--- config.mk ---
export PLATFORM = sky130hd
export DESIGN_NAME = game_sequencer
export DESIGN_NICKNAME = d
export VERILOG_FILES = /design/src/rtl/game_pkg.sv /design/src/rtl/game_sequencer_frame_strobe.sv /design/src/rtl/game_sequencer.sv
export SDC_FILE = /design/constraint.sdc
export NUM_CORES = 1
export LEC_CHECK = 0
export BUFFER_PORTS_ARGS = -buffer_cell sky130_fd_sc_hd__buf_2
export CAP_MARGIN = 20
export CELL_PAD_IN_SITES_DETAIL_PLACEMENT = 0
export CELL_PAD_IN_SITES_GLOBAL_PLACEMENT = 2
export CORE_MARGIN = 1
export CORE_UTILIZATION = 36
export CTS_CLUSTER_SIZE = 25
export DETAILED_ROUTE_END_ITERATION = 10
export GPL_TIMING_DRIVEN = 0
export PLACE_DENSITY = 0.9
export SYNTH_ARGS = -nofsm -noshare
export SYNTH_HDL_FRONTEND = slang
export SYNTH_SLANG_ARGS = --single-unit
--- constraint.sdc ---
create_clock -name clk -period 3.09 [get_ports clk]
set_input_delay 0.618 -clock clk [delete_from_list [all_inputs] [get_ports clk]]
set_output_delay 0.618 -clock clk [all_outputs]
set_load 0.01 [all_outputs]
--- src/rtl/game_pkg.sv ---
// game_pkg: shared state encodings, widths and frame-line default for the game blocks
package game_pkg;
   localparam logic [2:0] ST_I    = 3'b100;
   localparam logic [2:0] ST_GAME = 3'b010;
   localparam logic [2:0] ST_DONE = 3'b001;
   localparam int SCORE_W = 16;
   localparam int STEP_W  = 4;
   localparam logic [9:0] FRAME_LINE_DEF = 10'd524;
   typedef enum logic [2:0] {
      S_I    = ST_I,
      S_GAME = ST_GAME,
      S_DONE = ST_DONE
   } state_t;
endpackage

--- src/rtl/game_sequencer_frame_strobe.sv ---
// frame_strobe: registered one-cycle pulse when the VGA counters hit the frame line
module frame_strobe
   import game_pkg::*;
#(
   parameter logic [9:0] FRAME_LINE = FRAME_LINE_DEF
) (
   input  logic       clk,
   input  logic       rst,
   input  logic [9:0] hCount,
   input  logic [9:0] vCount,
   output logic       frame
);
   // one frame strobe per pass of the beam over column 0 of the frame line
   always_ff @(posedge clk)
      frame <= rst ? 1'b0 : (hCount == 10'd0 && vCount == FRAME_LINE);
endmodule

--- src/rtl/game_sequencer.sv ---
// game_sequencer: game-flow FSM, move strobe, jump gating, score and speed ramp
module game_sequencer
   import game_pkg::*;
#(
   parameter logic [9:0]         FRAME_LINE = FRAME_LINE_DEF,
   parameter int                 SCORE_DIV  = 6,
   parameter int                 SCORE_STEP = 100,
   parameter int                 BASE_SPEED = 2,
   parameter int                 MAX_SPEED  = 8,
   parameter int                 DONE_HOLD  = 30,
   parameter logic [SCORE_W-1:0] SCORE_MAX  = 16'd9999
) (
   input  logic               clk,
   input  logic               rst,
   input  logic               up,
   input  logic [9:0]         hCount,
   input  logic [9:0]         vCount,
   input  logic               collision,
   output logic               clear,
   output logic               move_en,
   output logic [STEP_W-1:0]  step,
   output logic               jump,
   output logic [SCORE_W-1:0] score,
   output logic               q_I,
   output logic               q_Game,
   output logic               q_Done
);
   localparam logic [7:0]        DIV_M1  = 8'(SCORE_DIV - 1);
   localparam logic [7:0]        STEP_M1 = 8'(SCORE_STEP - 1);
   localparam logic [7:0]        HOLD    = 8'(DONE_HOLD);
   localparam logic [STEP_W-1:0] BASE    = STEP_W'(BASE_SPEED);
   localparam logic [STEP_W-1:0] MAXS    = STEP_W'(MAX_SPEED);

   state_t              state_q, state_d;
   logic                up_q, rise_q, frame;
   logic [7:0]          frame_cnt_q, frame_cnt_d;
   logic [7:0]          point_cnt_q, point_cnt_d;
   logic [7:0]          hold_cnt_q, hold_cnt_d;
   logic [SCORE_W-1:0]  score_d;
   logic [STEP_W-1:0]   step_d;
   logic                clear_d, move_d, jump_d;

   frame_strobe #(.FRAME_LINE(FRAME_LINE)) u_frame (
      .clk    (clk),
      .rst    (rst),
      .hCount (hCount),
      .vCount (vCount),
      .frame  (frame)
   );

   // registered button edge, FSM state, counters and all outputs
   always_ff @(posedge clk) begin
      if (rst) begin
         up_q        <= 1'b0;
         rise_q      <= 1'b0;
         state_q     <= S_I;
         frame_cnt_q <= '0;
         point_cnt_q <= '0;
         hold_cnt_q  <= '0;
         score       <= '0;
         step        <= BASE;
         clear       <= 1'b0;
         move_en     <= 1'b0;
         jump        <= 1'b0;
      end else begin
         up_q        <= up;
         rise_q      <= up & ~up_q;
         state_q     <= state_d;
         frame_cnt_q <= frame_cnt_d;
         point_cnt_q <= point_cnt_d;
         hold_cnt_q  <= hold_cnt_d;
         score       <= score_d;
         step        <= step_d;
         clear       <= clear_d;
         move_en     <= move_d;
         jump        <= jump_d;
      end
   end

   // next state; collision wins over frame and jump so nothing moves after a hit
   always_comb begin
      state_d     = state_q;
      frame_cnt_d = frame_cnt_q;
      point_cnt_d = point_cnt_q;
      hold_cnt_d  = hold_cnt_q;
      score_d     = score;
      step_d      = step;
      clear_d     = 1'b0;
      move_d      = 1'b0;
      jump_d      = 1'b0;
      case (state_q)
         S_I: if (rise_q) begin
            state_d     = S_GAME;
            clear_d     = 1'b1;
            score_d     = '0;
            step_d      = BASE;
            frame_cnt_d = '0;
            point_cnt_d = '0;
            hold_cnt_d  = '0;
         end
         S_GAME: if (collision) begin
            state_d    = S_DONE;
            hold_cnt_d = '0;
         end else begin
            jump_d = rise_q;
            if (frame) begin
               move_d      = 1'b1;
               frame_cnt_d = (frame_cnt_q == DIV_M1) ? 8'd0 : frame_cnt_q + 8'd1;
               if (frame_cnt_q == DIV_M1 && score != SCORE_MAX) begin
                  score_d     = score + 1'b1;
                  point_cnt_d = (point_cnt_q == STEP_M1) ? 8'd0 : point_cnt_q + 8'd1;
                  step_d      = (point_cnt_q == STEP_M1 && step < MAXS) ? step + 1'b1 : step;
               end
            end
         end
         S_DONE: begin
            hold_cnt_d = (frame && hold_cnt_q != HOLD) ? hold_cnt_q + 8'd1 : hold_cnt_q;
            state_d    = (rise_q && hold_cnt_q == HOLD) ? S_I : S_DONE;
         end
         default: state_d = S_I;
      endcase
   end

   assign q_I    = state_q[2];
   assign q_Game = state_q[1];
   assign q_Done = state_q[0];
endmodule

# Yosys cells after proc, flatten, opt, wreduce, memory -nomap -nowiden
# Index checks and enable logic that the tools add are counted.
# word_totals
inputBits,24
reg_bits,53
# classes
magnitude_cmp,1
n_reduce_logical,15
n_mux,30
n_bitwise,4
add_sub_neg,5
n_eq_ne,16
# op_table
operator,n
$mux W8,10
$mux W16,4
$pmux W16 S2,1
$pmux W8 S2,2
$add A8 B1 Y8 const B,3
$pmux W8 S3,1
$mux W4,5
$add A16 B1 Y16 const B,1
$ne A16 B14 Y1 const B,1
$ne A2 B2 Y1 const B,6
$eq A10 B10 Y1 const B,1
$logic_not A10 Y1,1
$mux W3,3
$pmux W3 S3,1
$eq A8 B3 Y1 const B,1
$eq A8 B5 Y1 const B,1
$eq A8 B7 Y1 const B,1
$ne A8 B5 Y1 const B,1
$pmux W4 S2,1
$reduce_and A4 Y1,2
$reduce_and A6 Y1,1
$logic_and A1 B1 Y1,5
$reduce_and A5 Y1,1
$add A4 B1 Y4 const B,1
13 further kinds,16

# Depth between registers and ports, before layout
# Gate-level depths: netlist of the first run.
# depth
word_depth,7
depth_mapped,9
depth_no_buf,7

# Hierarchy
# A second synthesis of the first run with hierarchy kept.
# hier_totals
cells_unflattened,330
hier_area_um2,2767.7
# by_module_without_submodules
module,seq_area_each_um2,n_inst,area_each_um2,cells_per_inst
game_sequencer,1041.0,1,2692.6,319
frame_strobe,20.0,1,75.1,11

# Worst setup path before layout of the first run
# No wires, ideal clock.
# synth_path
path_type,input to register
from,input collision
to,register score[3]
path_buffers,1
arrival_time_ps,1939
cell_stages,6
setup_ps,72
path_slack_ps,1080
t_required_ps,3018
path_cell_list,nand4bb_4 > a21oi_4 > nand2b_2 > buf_6 > or4_1 > a21oi_1
# synth_via
elab_chain_len,2
# synth_lines
item,line_no,source
"start, declared",game_sequencer.sv:18,"input logic collision,"
$ne A2 B2 Y1 (no source line),n/a,
$reduce_and A5 Y1 (no source line),n/a,
"end signal, assigned",game_sequencer.sv:72,score <= score_d;
"end, declared",game_sequencer.sv:23,"output logic [SCORE_W-1:0] score,"
# Every way passes these cells.
# A chain may end at the register's enable or synchronous reset.

# Final worst setup path of the first run
# layout_path
from,register state_q[1]
to,register point_cnt_q[2]
# layout_via
elab_chain_len,3
# layout_lines
item,line_no,source
"start, declared",game_sequencer.sv:34,"state_t state_q, state_d;"
"start signal, assigned",game_sequencer.sv:68,state_q <= state_d;
$eq A3 B2 Y1 or $eq A3 B3 Y1 (tied branches),game_sequencer.sv:91,case (state_q)
$ne A2 B1 Y1 (no source line) (tied with other cells),n/a,
$reduce_and A5 Y1 (no source line),n/a,
"end signal, assigned",game_sequencer.sv:70,point_cnt_q <= point_cnt_d;
"end, declared",game_sequencer.sv:37,"logic [7:0] point_cnt_q, point_cnt_d;"
# Several ways; a longest one is shown, not always the timed one.

==> out/results.tsv, run 1 <==
metric	value	unit
outcome	finished clean	
grt_max_degree	17	
synth.cell_area	2740	sq um
hold_viol_final	0	
clock-sinks	53	
synth_nets	343	
ys_warn_count	0	
setup_violations	0	
cts_tree	done	
synth-seq-cells	53	
power_density	403	nW/um^2
final_max_slew_viol_count	0	
cp_max_fo	11	
numCtsBuffers	5	
fin_crit	2.18	ns
cts_hold_buf	0	
finalCritPeriodShare	70.6	%
clockBufferDepth	2	
ios	50	
dieArea	7960	sq um
layout_common_cells	buf_2, dfxtp_1, nor2_1, nand2_1, a21oi_1	
fin_area	3230	sq um
synth_edf_count	0	
grtUsageTotal	18.6	%
tightest_slew	0.737	ns
routabilityCongestion	0.741	
ys.flop_type	dfxtp_1	
hold_path.class	reg -> reg	
avgSynthCellArea	8.77	sq um
drt-initial-drc-count	102	
synth_cell_types	57	
final_cells	468	
async_flop_share	0	%
worst_ir_drop_vdd	0.201	mV
seqCellArea	1060	sq um
cts_resized	0	
max_freq	458	MHz
final_nets	399	
tns	0	ns
start_util	37.5	%
grt_pass1_wl	11.6	mm
crit_type	reg -> reg	
syn_to_final_growth	17.9	%
dieWidth	89.2	um
core	7290	sq um
htree_levels	2	
ant_nets	0	
num_rows	31	
routedWlPerCell	14.6	um
final.setup_skew	0.00569	ns
crit_path_end_kind	flip-flop	
grt_antenna_before_repair	0	
clockRootBuffer	clkbuf_8	
fillers	790	
port_buffers	49	
hpwl	4.94	mm
total_leakage_power	1.24	nW
antenna_cells	0	
syn-instance-count	312	
die_y	89.2	um
grt.overflow.total	0	
vias_per_cell	5.41	
final_util	44.3	%
routed_wl	6.86	mm
maxCapViolCount	0	
place_area	3110	sq um
layout-drive-gt1-share	21.4	%
power	1.30	mW
multi_input_area	1570	sq um
drc	0	
yosysSeqAreaShare	38.8	%
crit_path_start_kind	flip-flop	
placed_cells	460	
slew_headroom	50.5	%
clk_latency	0.31	ns
via_count	2531	
cp.arrival	2.39	ns
drtPass1Iterations	4	
cts.clk_slew.worst_paths	0.10	ns
required	3.30	ns
grt_pass1_vias	2398	
post_cts_buffers	0	
rsz0062_at_grt	no	
==> cell families (layout without fill, tap and decap cells) <==
logic type | count (synthesis) | after routing | synth area share, %
AO/OA/AOI/OAI | 67 | 67 | 16.8
XOR/XNOR | 15 | 15 | 4.80
adder cells (fa/ha/maj) | 7 | 7 | 3.20
buffers and inverters | 18 | 75 | 3.75
flip-flops | 53 | 53 | 38.8
multiplexers | 2 | 2 | 0.731
AND/OR/NAND/NOR | 150 | 150 | 32.0
==> flip-flops by register name, indices dropped and copies added, names as in the netlist <==
register and count:
score 16, frame_cnt_q 8, hold_cnt_q 8, point_cnt_q 8, step 4, state_q 3, clear 1, jump 1
move_en 1, rise_q 1, u_frame.frame 1, up_q 1
==> synthesized netlist by cell type, drive strengths merged, types with 2 or more instances <==
cell | instances | area share, %
dfxtp | 53 | 39
nor2 | 39 | 5.3
nand2 | 19 | 2.7
a21oi | 17 | 3.5
o21ai | 17 | 3.1
nand3 | 15 | 2.7
xnor2 | 11 | 3.5
nand4 | 10 | 2.3
and3 | 9 | 2.1
buf | 9 | 2.5
nor3 | 9 | 1.8
or3 | 9 | 2.1
ha | 7 | 3.2
nor4b | 7 | 2.5
a31oi | 6 | 1.9
o31ai | 6 | 1.6
inv | 5 | 0.69
nor2b | 5 | 1.1
nor4 | 5 | 1.1
o311ai | 5 | 1.6
or4 | 5 | 1.4
clkbuf | 4 | 0.55
xor2 | 4 | 1.3
a211oi | 3 | 0.82
a41o | 3 | 1.1
and4 | 3 | 0.96
nand3b | 3 | 1.3
a211o | 2 | 0.64
mux2i | 2 | 0.73
nand2b | 2 | 0.55
nand4b | 2 | 0.64
nor3b | 2 | 0.73
o41ai | 2 | 0.64
or3b | 2 | 0.64
==> stage by stage <==
step	setup slack (ns)	hold slack [ns]
floorplan	1.08	0.367
global placement	0.733	0.373
detailed placement	0.690	0.384
CTS	0.891	0.399
global route	0.656	0.428
finish	0.908	0.392
==> report_power, final <==
group | switching (mW) | internal [mW]
Sequential | 0.00802 | 0.690
Combinational | 0.0556 | 0.0386
Clock | 0.243 | 0.264
Total | 0.307 | 0.992
==> critical path, cell delays in order (launching register included) <==
cell and delay (ns):
dfxtp_1 0.54, nor3b_2 0.50, o21ai_1 0.32, or3_1 0.46, o41ai_1 0.26
==> layer usage <==
layer	vias up	share of wire [%]	GRT usage (%)
met5	-	0	0
met4	0	0.53	4.33
met3	5	2.5	2.77
met2	35	48	31.2
met1	1213	49	25.2
li1	1278	-	-
==> final cells by class <==
class                   instances  area share, %
plain buffers                  13           2.60
clock buffers                   6           2.56
clock inverters                 2           1.16
inverters                       5          0.582
multi-input cells             241           48.8
flip-flops and latches         53           32.9
well taps                      99           3.84
repair buffers                 49           7.60
==> final timing paths <==
check	from	endpoint	slack [ns]	depth (start not counted)
max	state_q[1]$_SDFFE_PP0P_	point_cnt_q[2]$_SDFFE_PP0P_	0.91	4
min	up_q$_SDFF_PP0_	rise_q$_SDFF_PP0_	0.39	1
max reg2reg	state_q[1]$_SDFFE_PP0P_	point_cnt_q[2]$_SDFFE_PP0P_	0.91	4
min reg2reg	up_q$_SDFF_PP0_	rise_q$_SDFF_PP0_	0.39	1
(Power assumes the default switching activity.)
==> run 2: changes to the inputs <==
- CORE_UTILIZATION: 36 -> 33
- PLACE_DENSITY: 0.9 -> 0.84
- clock period: 3.09 -> 2.1 ns (I/O delays scaled with it)
==> run 2 against run 1 <==
Effect of this change:
- via count decreased by 0.71%
- critical path type unchanged
- die area increased by 8.9%
- clock power increased by 7.7%
- routed wire length about the same
- utilization decreased by 2.7 points
- largest cell class unchanged
- setup slack got worse by 0.81 ns
- sequential cell count unchanged
- design area increased by 1.6%
- critical path depth increased by 1
- highest routed layer unchanged
==> out/results.tsv, run 2 (synthesis results as in run 1) <==
metric	value	unit
grtUsageTotal	16.5	%
largest_reg_flops	16	
combPwrFrac	8.3	%
antenna_cells	0	
reg2reg_to	step[1]$_SDFFE_PP1P_	
hold_path.class	in -> reg	
setup_violations	0	
grt_pass1_wl	11.5	mm
r2r_start	score[4]$_SDFFE_PP0P_	
dieWidth	93.1	um
final_common_cell	buf_2	
die_y	93.1	um
final_cells	471	
switchingPower	421	uW
tightest_slew	0.547	ns
final.setup_skew	0.0110	ns
grt.overflow.total	0	
core	7890	sq um
crit_path_start_kind	flip-flop	
power_frac_seq	59.9	%
drt-initial-drc-count	95	
port_buffers	49	
setup.worst_path.start	score[4]$_SDFFE_PP0P_	
min_to	u_frame.frame$_SDFF_PP0_	
final_max_slew_viol_count	0	
clockRootBuffer	clkbuf_8	
cp_max_fo	7	
routabilityCongestion	0.740	
cp_slowest_cell	or4b_1	
hold_depth	3	
routedWlPerCell	14.6	um
outcome	finished clean	
start_util	34.7	%
grt_antenna_before_repair	0	
ant_nets	0	
fin_crit	2.00	ns
clk_latency	0.31	ns
fillers	816	
cp.arrival	2.20	ns
finalCritPeriodShare	95.2	%
syn_to_final_growth	19.7	%
power_density	524	nW/um^2
htree_levels	2	
via_count	2513	
power_switching_share	24.5	%
slew_headroom	63.3	%
required	2.30	ns
hp-start	vCount[2]	
clockBufferDepth	2	
intPower	1.30	mW
total_leakage_power	1.25	nW
numCtsBuffers	5	
num_rows	32	
grt_max_degree	15	
p_clk_share	31.8	%
crit_type	reg -> reg	
vias_per_cell	5.34	
routed_wl	6.86	mm
layout_common_cells	buf_2, dfxtp_1, nor2_1, nand2_1	
cts.clk_slew.worst_paths	0.10	ns
final_nets	401	
rr_worst_depth	5	
placed_cells	463	
ios	50	
cts_hold_buf	0	
regMostFlops	score	
worst_ir_drop_vdd	0.213	mV
power	1.72	mW
tns	0	ns
cts_tree	done	
crit_path_end_kind	flip-flop	
maxCapViolCount	0	
critical_path.max_stage_delay	0.56	ns
layout-drive-gt1-share	25.5	%
clock-sinks	53	
drtPass1Iterations	4	
reg2reg_slack	0.10	ns
hpwl	4.89	mm
max_freq	500	MHz
hold_viol_final	0	
crit_chain	or4b_1, nor3_2, nand4_1, and4_1, a211o_1	
drc	0	
grt_pass1_vias	2359	
dieArea	8660	sq um
[run 2: cell types whose count changed in the layout (fill, tap and decap cells not counted), moves of 2 or more]
cell	change
dfxtp_2	+4
nand3_1	-2
o311ai_0	-2
nand3_2	+2
nor4b_1	-2
dfxtp_1	-4
o311ai_1	+2
[run 2: worst max-delay path, delay by kind of cell (launching register included)]
family	cells	cell delay [ns]
flip-flops	1	0.40
AO/OA/AOI/OAI	1	0.25
AND/OR/NAND/NOR	4	1.26
[run 2: repair_timing]
action / CTS / global route
setup buffers: 0 / 2
gates resized for setup: 4 / 17
pin swaps: 0 / 2
setup endpoints to repair: 7 / 35
[run 2: worst max path at each step]
stage / endpoint / slack, ns
finish: step[1]$_SDFFE_PP1P_ / 0.10
global route: score[3]$_SDFFE_PP0P_ / -0.003
CTS: step[2]$_SDFFE_PP0P_ / 0.05
detailed placement: point_cnt_q[2]$_SDFFE_PP0P_ / -0.06
global placement: point_cnt_q[5]$_SDFFE_PP0P_ / -0.03
floorplan: score[3]$_SDFFE_PP0P_ / 0.20
[run 2: area by class of cell]
type / count / area (sq um) / area share [%]
Multi-Input combinational cell: 241 / 1640 / 50.1
Timing Repair Buffer: 51 / 260 / 7.94
Inverter: 5 / 18.8 / 0.573
Sequential cell: 53 / 1070 / 32.5
Clock buffer: 5 / 68.8 / 2.10
Buffer: 13 / 88.8 / 2.71
Tap cell: 102 / 128 / 3.89
Clock inverter: 1 / 5.00 / 0.153
[run 2: power by group through the flow]
| stage | logic [mW] | registers [mW] | clock network [mW] |
|---|---|---|---|
| after floorplan | 0.0813 | 1.05 | 0 |
| after detailed placement | 0.140 | 1.05 | 0 |
| after global placement | 0.140 | 1.05 | 0 |
| after CTS | 0.142 | 1.03 | 0.570 |
| after global routing | 0.158 | 1.03 | 0.609 |
| final | 0.143 | 1.03 | 0.546 |
[run 2: per-layer routing]
layer  wire (um)  vias up  GRT usage, %  share of wire, %
li1            -     1282             -                 -
met1        3330     1189          22.2                49
met2        3270       34          27.3                48
met3         185        8          2.52               2.7
met4          74        0          4.62               1.1
met5           0        -             0                 0
[run 2: through the flow]
stage | utilization (%) | hold WS (ns) | setup WS (ns) | instance area, sq um
after floorplan | - | 0.367 | 0.196 | 2740
after global placement | 39.4 | 0.375 | -0.0319 | 3110
after detailed placement | 39.4 | 0.372 | -0.0585 | 3110
after CTS | 40.6 | 0.349 | 0.0517 | 3200
after global routing | 41.5 | 0.370 | -0.00315 | 3280
final | 41.5 | 0.353 | 0.101 | 3280
